File: src/rtl/loopyV_data_types.sv
// loopyV_data_types: load/store FSM states, funct3 encodings and byte-enable helper.
package loopyV_data_types;
    typedef enum logic [1:0] {IDLE, REQ, WAIT_RESP, DONE} lsu_state_t;
    localparam logic [2:0] FUNCT3_BYTE   = 3'b000;
    localparam logic [2:0] FUNCT3_HALF   = 3'b001;
    localparam logic [2:0] FUNCT3_WORD   = 3'b010;
    localparam logic [2:0] FUNCT3_BYTE_U = 3'b100;
    localparam logic [2:0] FUNCT3_HALF_U = 3'b101;
    function automatic logic is_byte(input logic [2:0] f3);
        return f3 == FUNCT3_BYTE || f3 == FUNCT3_BYTE_U;
    endfunction
    function automatic logic is_half(input logic [2:0] f3);
        return f3 == FUNCT3_HALF || f3 == FUNCT3_HALF_U;
    endfunction
    function automatic logic [3:0] byte_enables(input logic [2:0] f3, input logic [1:0] a);
        return is_byte(f3) ? 4'b0001 << a : is_half(f3) ? 4'b0011 << {a[1], 1'b0} : 4'b1111;
    endfunction
endpackage

File: src/rtl/load_data_aligner.sv
// load_data_aligner: picks the addressed lane of a read word and sign/zero-extends it.
module load_data_aligner
    import loopyV_data_types::*;
(
    input  logic [31:0] rdata,
    input  logic [1:0]  offset,
    input  logic [2:0]  funct3,
    output logic [31:0] data
);
    logic [31:0] shifted;
    logic [7:0]  b;
    logic [15:0] h;
    always_comb begin
        shifted = rdata >> {offset, 3'b000};
        b = shifted[7:0];
        h = offset[1] ? rdata[31:16] : rdata[15:0];
        data = funct3 == FUNCT3_BYTE   ? {{24{b[7]}}, b} :
               funct3 == FUNCT3_BYTE_U ? {24'b0, b} :
               funct3 == FUNCT3_HALF   ? {{16{h[15]}}, h} :
               funct3 == FUNCT3_HALF_U ? {16'b0, h} : rdata;
    end
endmodule

File: src/rtl/load_store_unit.sv
// load_store_unit: MEM-stage data bus master; issues one aligned access at a time and stalls the pipeline until it completes.
module load_store_unit
    import loopyV_data_types::*;
(
    input  logic        clk,
    input  logic        arstn,
    input  logic        loadSignalMEM,
    input  logic        storeSignalMEM,
    input  logic [2:0]  loadStoreByteSelectMEM,
    input  logic [31:0] storeDataMEM,
    input  logic [31:0] dmAddrMEM,
    output logic        stallMEM,
    output logic [31:0] loadDataMEM,
    output logic        misalignedMEM,
    output logic        accessFaultMEM,
    output logic        dmReq,
    output logic        dmWe,
    output logic [3:0]  dmBe,
    output logic [31:0] dmAddr,
    output logic [31:0] dmWdata,
    input  logic        dmGnt,
    input  logic        dmRvalid,
    input  logic [31:0] dmRdata,
    input  logic        dmErr
);
    lsu_state_t state, state_next;
    logic access, misaligned, aligned_access, resp;
    logic [31:0] aligned_rdata;

    assign access = loadSignalMEM | storeSignalMEM;
    assign misaligned = (is_half(loadStoreByteSelectMEM) & dmAddrMEM[0]) |
                        (loadStoreByteSelectMEM == FUNCT3_WORD & |dmAddrMEM[1:0]);
    assign aligned_access = access & ~misaligned;
    assign misalignedMEM = access & misaligned;
    // Gated by arstn so a reset mid-transaction drops the request and stall at once.
    assign dmReq = arstn & ((state == IDLE & aligned_access) | state == REQ);
    assign stallMEM = arstn & aligned_access & state != DONE;
    assign dmWe = storeSignalMEM;
    assign dmBe = byte_enables(loadStoreByteSelectMEM, dmAddrMEM[1:0]);
    assign dmAddr = {dmAddrMEM[31:2], 2'b00};
    assign dmWdata = is_byte(loadStoreByteSelectMEM) ? {4{storeDataMEM[7:0]}} :
                     is_half(loadStoreByteSelectMEM) ? {2{storeDataMEM[15:0]}} : storeDataMEM;
    assign resp = state == WAIT_RESP & dmRvalid;

    load_data_aligner u_aligner (
        .rdata  (dmRdata),
        .offset (dmAddrMEM[1:0]),
        .funct3 (loadStoreByteSelectMEM),
        .data   (aligned_rdata)
    );

    always_comb begin
        state_next = state;
        case (state)
            IDLE:      state_next = aligned_access ? (dmGnt ? WAIT_RESP : REQ) : IDLE;
            REQ:       state_next = dmGnt ? WAIT_RESP : REQ;
            WAIT_RESP: state_next = dmRvalid ? DONE : WAIT_RESP;
            default:   state_next = IDLE;
        endcase
    end

    always_ff @(posedge clk or negedge arstn) begin
        if (!arstn) begin
            state <= IDLE;
            loadDataMEM <= '0;
            accessFaultMEM <= 1'b0;
        end else begin
            state <= state_next;
            accessFaultMEM <= resp & dmErr;
            if (resp & (dmErr | loadSignalMEM))
                loadDataMEM <= dmErr ? '0 : aligned_rdata;
        end
    end
endmodule

File: config.mk
export PLATFORM = sky130hd
export DESIGN_NAME = load_store_unit
export DESIGN_NICKNAME = d
export VERILOG_FILES = /design/src/rtl/loopyV_data_types.sv /design/src/rtl/load_data_aligner.sv /design/src/rtl/load_store_unit.sv
export SDC_FILE = /design/constraint.sdc
export NUM_CORES = 1
export LEC_CHECK = 0
export CORE_MARGIN = 8
export CORE_UTILIZATION = 35
export CTS_BUF_LIST = sky130_fd_sc_hd__clkbuf_8
export DETAILED_ROUTE_END_ITERATION = 10
export GPL_TIMING_DRIVEN = 0
export PLACE_DENSITY = 0.83
export SYNTH_ARGS = -nofsm -noshare
export SYNTH_HDL_FRONTEND = slang
export SYNTH_SLANG_ARGS = --single-unit
export TNS_END_PERCENT = 5
File: constraint.sdc
create_clock -name clk -period 2 [get_ports clk]
set_input_delay 0.4 -clock clk [delete_from_list [all_inputs] [get_ports clk]]
set_output_delay 0.4 -clock clk [all_outputs]
set_load 0.1 [all_outputs]
Word-level counts from Yosys, hierarchy flattened
Cells that the tools add are included.
{"block": "classes", "eq_ne": 7, "shifts": 3, "n_mux": 14, "n_bitwise": 16, "reduce_logical": 5}
{"operator": "$mux 32", "count": 7}
{"operator": "$shr 32x5->8", "count": 1}
{"operator": "$mux 16", "count": 1}
{"operator": "$and 1x1->1", "count": 11}
{"operator": "$mux 4", "count": 2}
{"operator": "$eq 3x3->1 const B", "count": 2}
{"operator": "$pmux 2 s3", "count": 1}
{"operator": "$mux 2", "count": 2}
{"operator": "$or 1x1->1", "count": 4}
{"operator": "$shl 1x2->4 const A", "count": 1}
{"operator": "$shl 2x2->4 const A", "count": 1}
{"operator": "$eq 3x1->1 const B", "count": 1}
{"operator": "$eq 3x2->1 const B", "count": 1}
{"operator": "$logic_not 3->1", "count": 1}
{"operator": "$eq 2x1->1 const B", "count": 1}
{"operator": "$eq 2x2->1 const B", "count": 1}
{"operator": "$logic_not 2->1", "count": 1}
{"operator": "$logic_or 1x1->1", "count": 2}
{"operator": "$ne 2x2->1 const B", "count": 1}
{"operator": "$reduce_or 2->1", "count": 1}
{"operator": "$mux 1", "count": 1}
{"operator": "$not 1->1", "count": 1}
{"block": "totals", "register_bits": 35, "output_inout_bits": 105, "wordCells": 48}

Depth between registers and ports, before layout
Gate-level depths: netlist (run 1).
{"block": "logic_depth", "word_depth": 9, "mapped_depth": 6, "ltp_nobuf": 4}

Modules after synthesis
From an unflattened synthesis (run 1), not the netlist that was laid out.
{"block": "hier_totals", "cells_unflattened": 319, "hier_area_um2": 3046.7}
{"module": "load_store_unit", "n_inst": 1, "cells_per_inst": 193, "area_each_um2": 2124.5}
{"module": "load_data_aligner", "n_inst": 1, "cells_per_inst": 126, "area_each_um2": 922.1}

Least setup slack after synthesis (run 1)
OpenSTA, ideal clock, no wires.
{"block": "synth_timing", "path_kind": "in2out", "startpoint": "in dmAddrMEM[0]", "endpoint": "out dmReq", "t_arrival_ns": 3.358, "required_time_ns": 1.600, "path_slack_ns": -1.758, "path_stages": 5, "path_buffers": 1, "path_cell_list": "buf_6 or2_2 a31oi_1 a21oi_1 nor3b_1"}
{"block": "synth_via", "elab_chain_cells": 8, "elab_cells_between_ends": 9}
{"item": "from (decl)", "line": "load_store_unit.sv:11", "source": "input logic [31:0] dmAddrMEM,"}
{"item": "$reduce_or 2->1", "line": "load_store_unit.sv:32", "source": "(loadStoreByteSelectMEM == FUNCT3_WORD & |dmAddrMEM[1:0]);"}
{"item": "$and 1x1->1", "line": "load_store_unit.sv:32"}
{"item": "$or 1x1->1 (*)", "line": "load_store_unit.sv:31", "source": "assign misaligned = (is_half(loadStoreByteSelectMEM) & dmAddrMEM[0]) |"}
{"item": "$not 1->1 (*)", "line": "load_store_unit.sv:33", "source": "assign aligned_access = access & ~misaligned;"}
{"item": "$and 1x1->1 (*)", "line": "load_store_unit.sv:33"}
{"item": "$and 1x1->1 (*)", "line": "load_store_unit.sv:36", "source": "assign dmReq = arstn & ((state == IDLE & aligned_access) | state == REQ);"}
{"item": "$or 1x1->1 (*)", "line": "load_store_unit.sv:36"}
{"item": "$and 1x1->1 (*)", "line": "load_store_unit.sv:36"}
{"item": "to (decl)", "line": "load_store_unit.sv:16", "source": "output logic dmReq,"}
Every way passes the cells marked *; elsewhere a longest branch is shown, timed or not.

Worst setup path in the final report (run 1)
{"block": "layout_timing", "startpoint": "in loadStoreByteSelectMEM[0]", "endpoint": "out dmReq"}
{"block": "layout_via", "elab_chain_cells": 9, "elab_cells_between_ends": 12}
{"item": "from (decl)", "line": "load_store_unit.sv:9", "source": "input logic [2:0] loadStoreByteSelectMEM,"}
{"item": "$eq 3x1->1 / $eq 3x3->1 (equally long branches)", "line": "loopyV_data_types.sv:13", "source": "return f3 == FUNCT3_HALF || f3 == FUNCT3_HALF_U;"}
{"item": "$logic_or 1x1->1", "line": "loopyV_data_types.sv:13"}
{"item": "$and 1x1->1", "line": "load_store_unit.sv:31"}
{"item": "$or 1x1->1 (*)", "line": "load_store_unit.sv:31"}
{"item": "$not 1->1 (*)", "line": "load_store_unit.sv:33"}
{"item": "$and 1x1->1 (*)", "line": "load_store_unit.sv:33"}
{"item": "$and 1x1->1 (*)", "line": "load_store_unit.sv:36"}
{"item": "$or 1x1->1 (*)", "line": "load_store_unit.sv:36"}
{"item": "$and 1x1->1 (*)", "line": "load_store_unit.sv:36"}
Marked as above.

==> impl_metrics.ini, run 1 <==
[logic_synthesis]
synth_top_cell_by_area = dfrtp_1
ys.flop_type = dfrtp_1
yosysTopAreaCellShare_pct = 32.3
syn-cell-area_sq_um = 2710
ys_warn_count = 0
seq_area_frac_synth_pct = 32.3
synth_area_per_cell_sq_um = 8.81
synth_area_leaders = dfrtp_1 32%, buf_4 12%, mux2_2 6.6%
syn_inst = 308
synth_cell_types = 44
async_flop_share_pct = 100
synth_edf_count = 0
ys_ff_latch = 35

[clock_network]
path_clk_slew_ns = 0.07
insertion_delay_ns = 0.29
cts.sinks = 35
htreeDepth = 2
cts_max_path_buffers = 2
root_buffer = clkbuf_8
cts_tree = yes
numCtsBuffers = 5
hold_buffers = 0

[pwr]
ir_drop_mv = 0.764
p_per_area_nw_per_um2 = 1260
p_total_mw = 6.09
leakage_nw = 2.34

[cells_and_area]
final_common_cell = buf_4
diodes = 0
multi_input_area_sq_um = 1500
seqCellArea_sq_um = 876
nFillCells = 674
nets = 603
final_cell_mix = 94 x buf_4, 70 x clkdlybuf4s50_1, 48 x nand2_1
area_growth_pct = 78.6
final_area_sq_um = 4850
instances_no_fill = 600
layout-drive-gt1-share_pct = 38.6
fin_util_pct = 63.7

[floorplanning]
initial_core_util_pct = 35.7
die_h_microns = 104
dieArea_sq_um = 10800
die_x_microns = 104
ios = 211
core-area_sq_um = 7610
std_cell_rows = 32

[timing]
rsz0062_at_grt = yes
fmax_ghz = 0.481
slew_headroom_pct = 32.1
holdWs_ns = 0.0821
tns_ns = -0.122
finalCritPeriodShare_pct = 104
setup_viol = 2
worst_slack_ns = -0.0790
finClkSkew_ns = 0.00682
slew_violations = 0
tightest_slew_ns = 1.02
hold_viol = 0
period_needed_ns = 2.08

[worst_setup_path]
crit_type = primary input to primary output
crit_buf_inv = 3
worstSetupEndpointType = primary output
crit_family = buffers and inverters
crit_arrival_ns = 1.68
start_kind = primary input
worstPathMaxFanout = 8
slowest_stage = nor3b_4
cp.required_ns = 1.60
max_stage_delay_ns = 0.23
path_cells = buf_2 > clkbuf_16 > and3b_2 > a31oi_4 > a21oi_4 > nor3b_4 > buf_12
reg2reg_slack_ns = 0.19

[placed_design]
io_buffers = 177
dpl_worst_slack_ns = -1.59
gp_congestion = 0.854
dpl_cell_area_sq_um = 4710
placedCellCount = 588
hpwl_microns = 9350

[detailed_routing]
drtAntennaViolNets = 0
firstDrtPassIters = 4
num_vias = 3101
drtIter0Drc = 183
drc = 0
vias_per_cell = 5.17
postRouteWirelength_microns = 11400
wl_per_cell_microns = 19.0

[global_route]
grt_start_max_net_pins = 38
grt.overflow.total = 0
antenna_found_initial = 0
grt_pass1_wl_microns = 17800
grt_pass1_vias = 3349
grt_use_total_pct = 20.2

[run]
max_cap_violations = 0

[status]
outcome = complete, but fails checks
violations = setup timing

[min_path]
hp-class = primary input to asynchronous set/reset pin
registers in the layout, summed over array words and instances, names as in the netlist:
| name | cells |
|---|---|
| loadDataMEM | 32 |
| state | 2 |
| accessFaultMEM | 1 |
repair_timing:
action | 4_1_cts | 5_1_grt
setup endpoints to repair | 94 | 41
buffers inserted | 0 | 4
hold endpoints to repair | 0 | 0
cloned | 0 | 0
resized for setup | 330 | 18
pin swaps | 2 | 4
synthesized netlist by cell type, types with 2 or more instances:
cell type   n
or2_2       3
dfrtp_1    35
nand2b_1    5
o21ai_1     2
mux4_1      2
nor3_1      3
a2bb2oi_1   2
a221oi_1    3
o21ai_0    26
a21o_1      2
a22o_1      3
a31oi_1     3
mux2i_1    14
a21oi_1    19
a32o_1      3
inv_1       6
nand2_1    48
o21bai_1    3
o21ai_2    10
nor3b_1     2
a221o_1     3
o22ai_1     7
mux2_2     16
o31ai_1     5
clkbuf_1    8
buf_4      42
buf_2       8
nor2_1      9
worst paths after layout:
check                                          start  depth (start not counted)               to
max                        loadStoreByteSelectMEM[0]                          7            dmReq
max in group asynchronous                      arstn                          1  loadDataMEM[23]
min reg2reg                          loadDataMEM[18]                          2  loadDataMEM[18]
max reg2reg                                 state[0]                          5   loadDataMEM[7]
min                                            arstn                          1         state[0]
min in group clk                     loadDataMEM[18]                          2  loadDataMEM[18]
kinds of logic (layout without fill, tap and decap cells):
kind of cell           after synthesis  count (layout)  synth area share [%]
AO/OA/AOI/OAI                       93              93                  22.9
AND/OR/NAND/NOR                     80              80                  13.9
buffers and inverters               66             255                  16.2
flip-flops                          35              35                  32.3
multiplexers                        33              33                  14.6
other                                1               2                 0.138
final cells by class:
| cell class | instances | share of cell area, % |
|---|---|---|
| repair buffers | 181 | 35.6 |
| multi-input cells | 208 | 31.0 |
| flip-flops and latches | 35 | 18.1 |
| plain buffers | 60 | 9.76 |
| well taps | 102 | 2.63 |
| clock buffers | 6 | 1.70 |
| clock inverters | 2 | 0.723 |
| inverters | 6 | 0.465 |
routing by layer:
metal | wire length (microns) | track usage, %
met1 | 4110 | 21.0
met2 | 5760 | 35.6
met3 | 1300 | 9.11
met4 | 257 | 6.00
met5 | 0 | 0
power breakdown:
group	leakage [nW]	internal [mW]	switching, mW
Clock	0.0612	0.403	0.261
Combinational	1.81	0.911	3.36
Sequential	0.469	0.990	0.165
Total	2.34	2.30	3.79
No activity file was read; power rests on OpenSTA's default activity.
==> run 2: changes to the inputs <==
--- a/config.mk
+++ b/config.mk
@@ -5,6 +5,7 @@
 export SDC_FILE = /design/constraint.sdc
 export NUM_CORES = 1
 export LEC_CHECK = 0
+export CAP_MARGIN = 0
 export CORE_MARGIN = 8
 export CORE_UTILIZATION = 35
 export CTS_BUF_LIST = sky130_fd_sc_hd__clkbuf_8
==> results of run 2 <==
Final layout, timing and power as in run 1 (identical DEF).
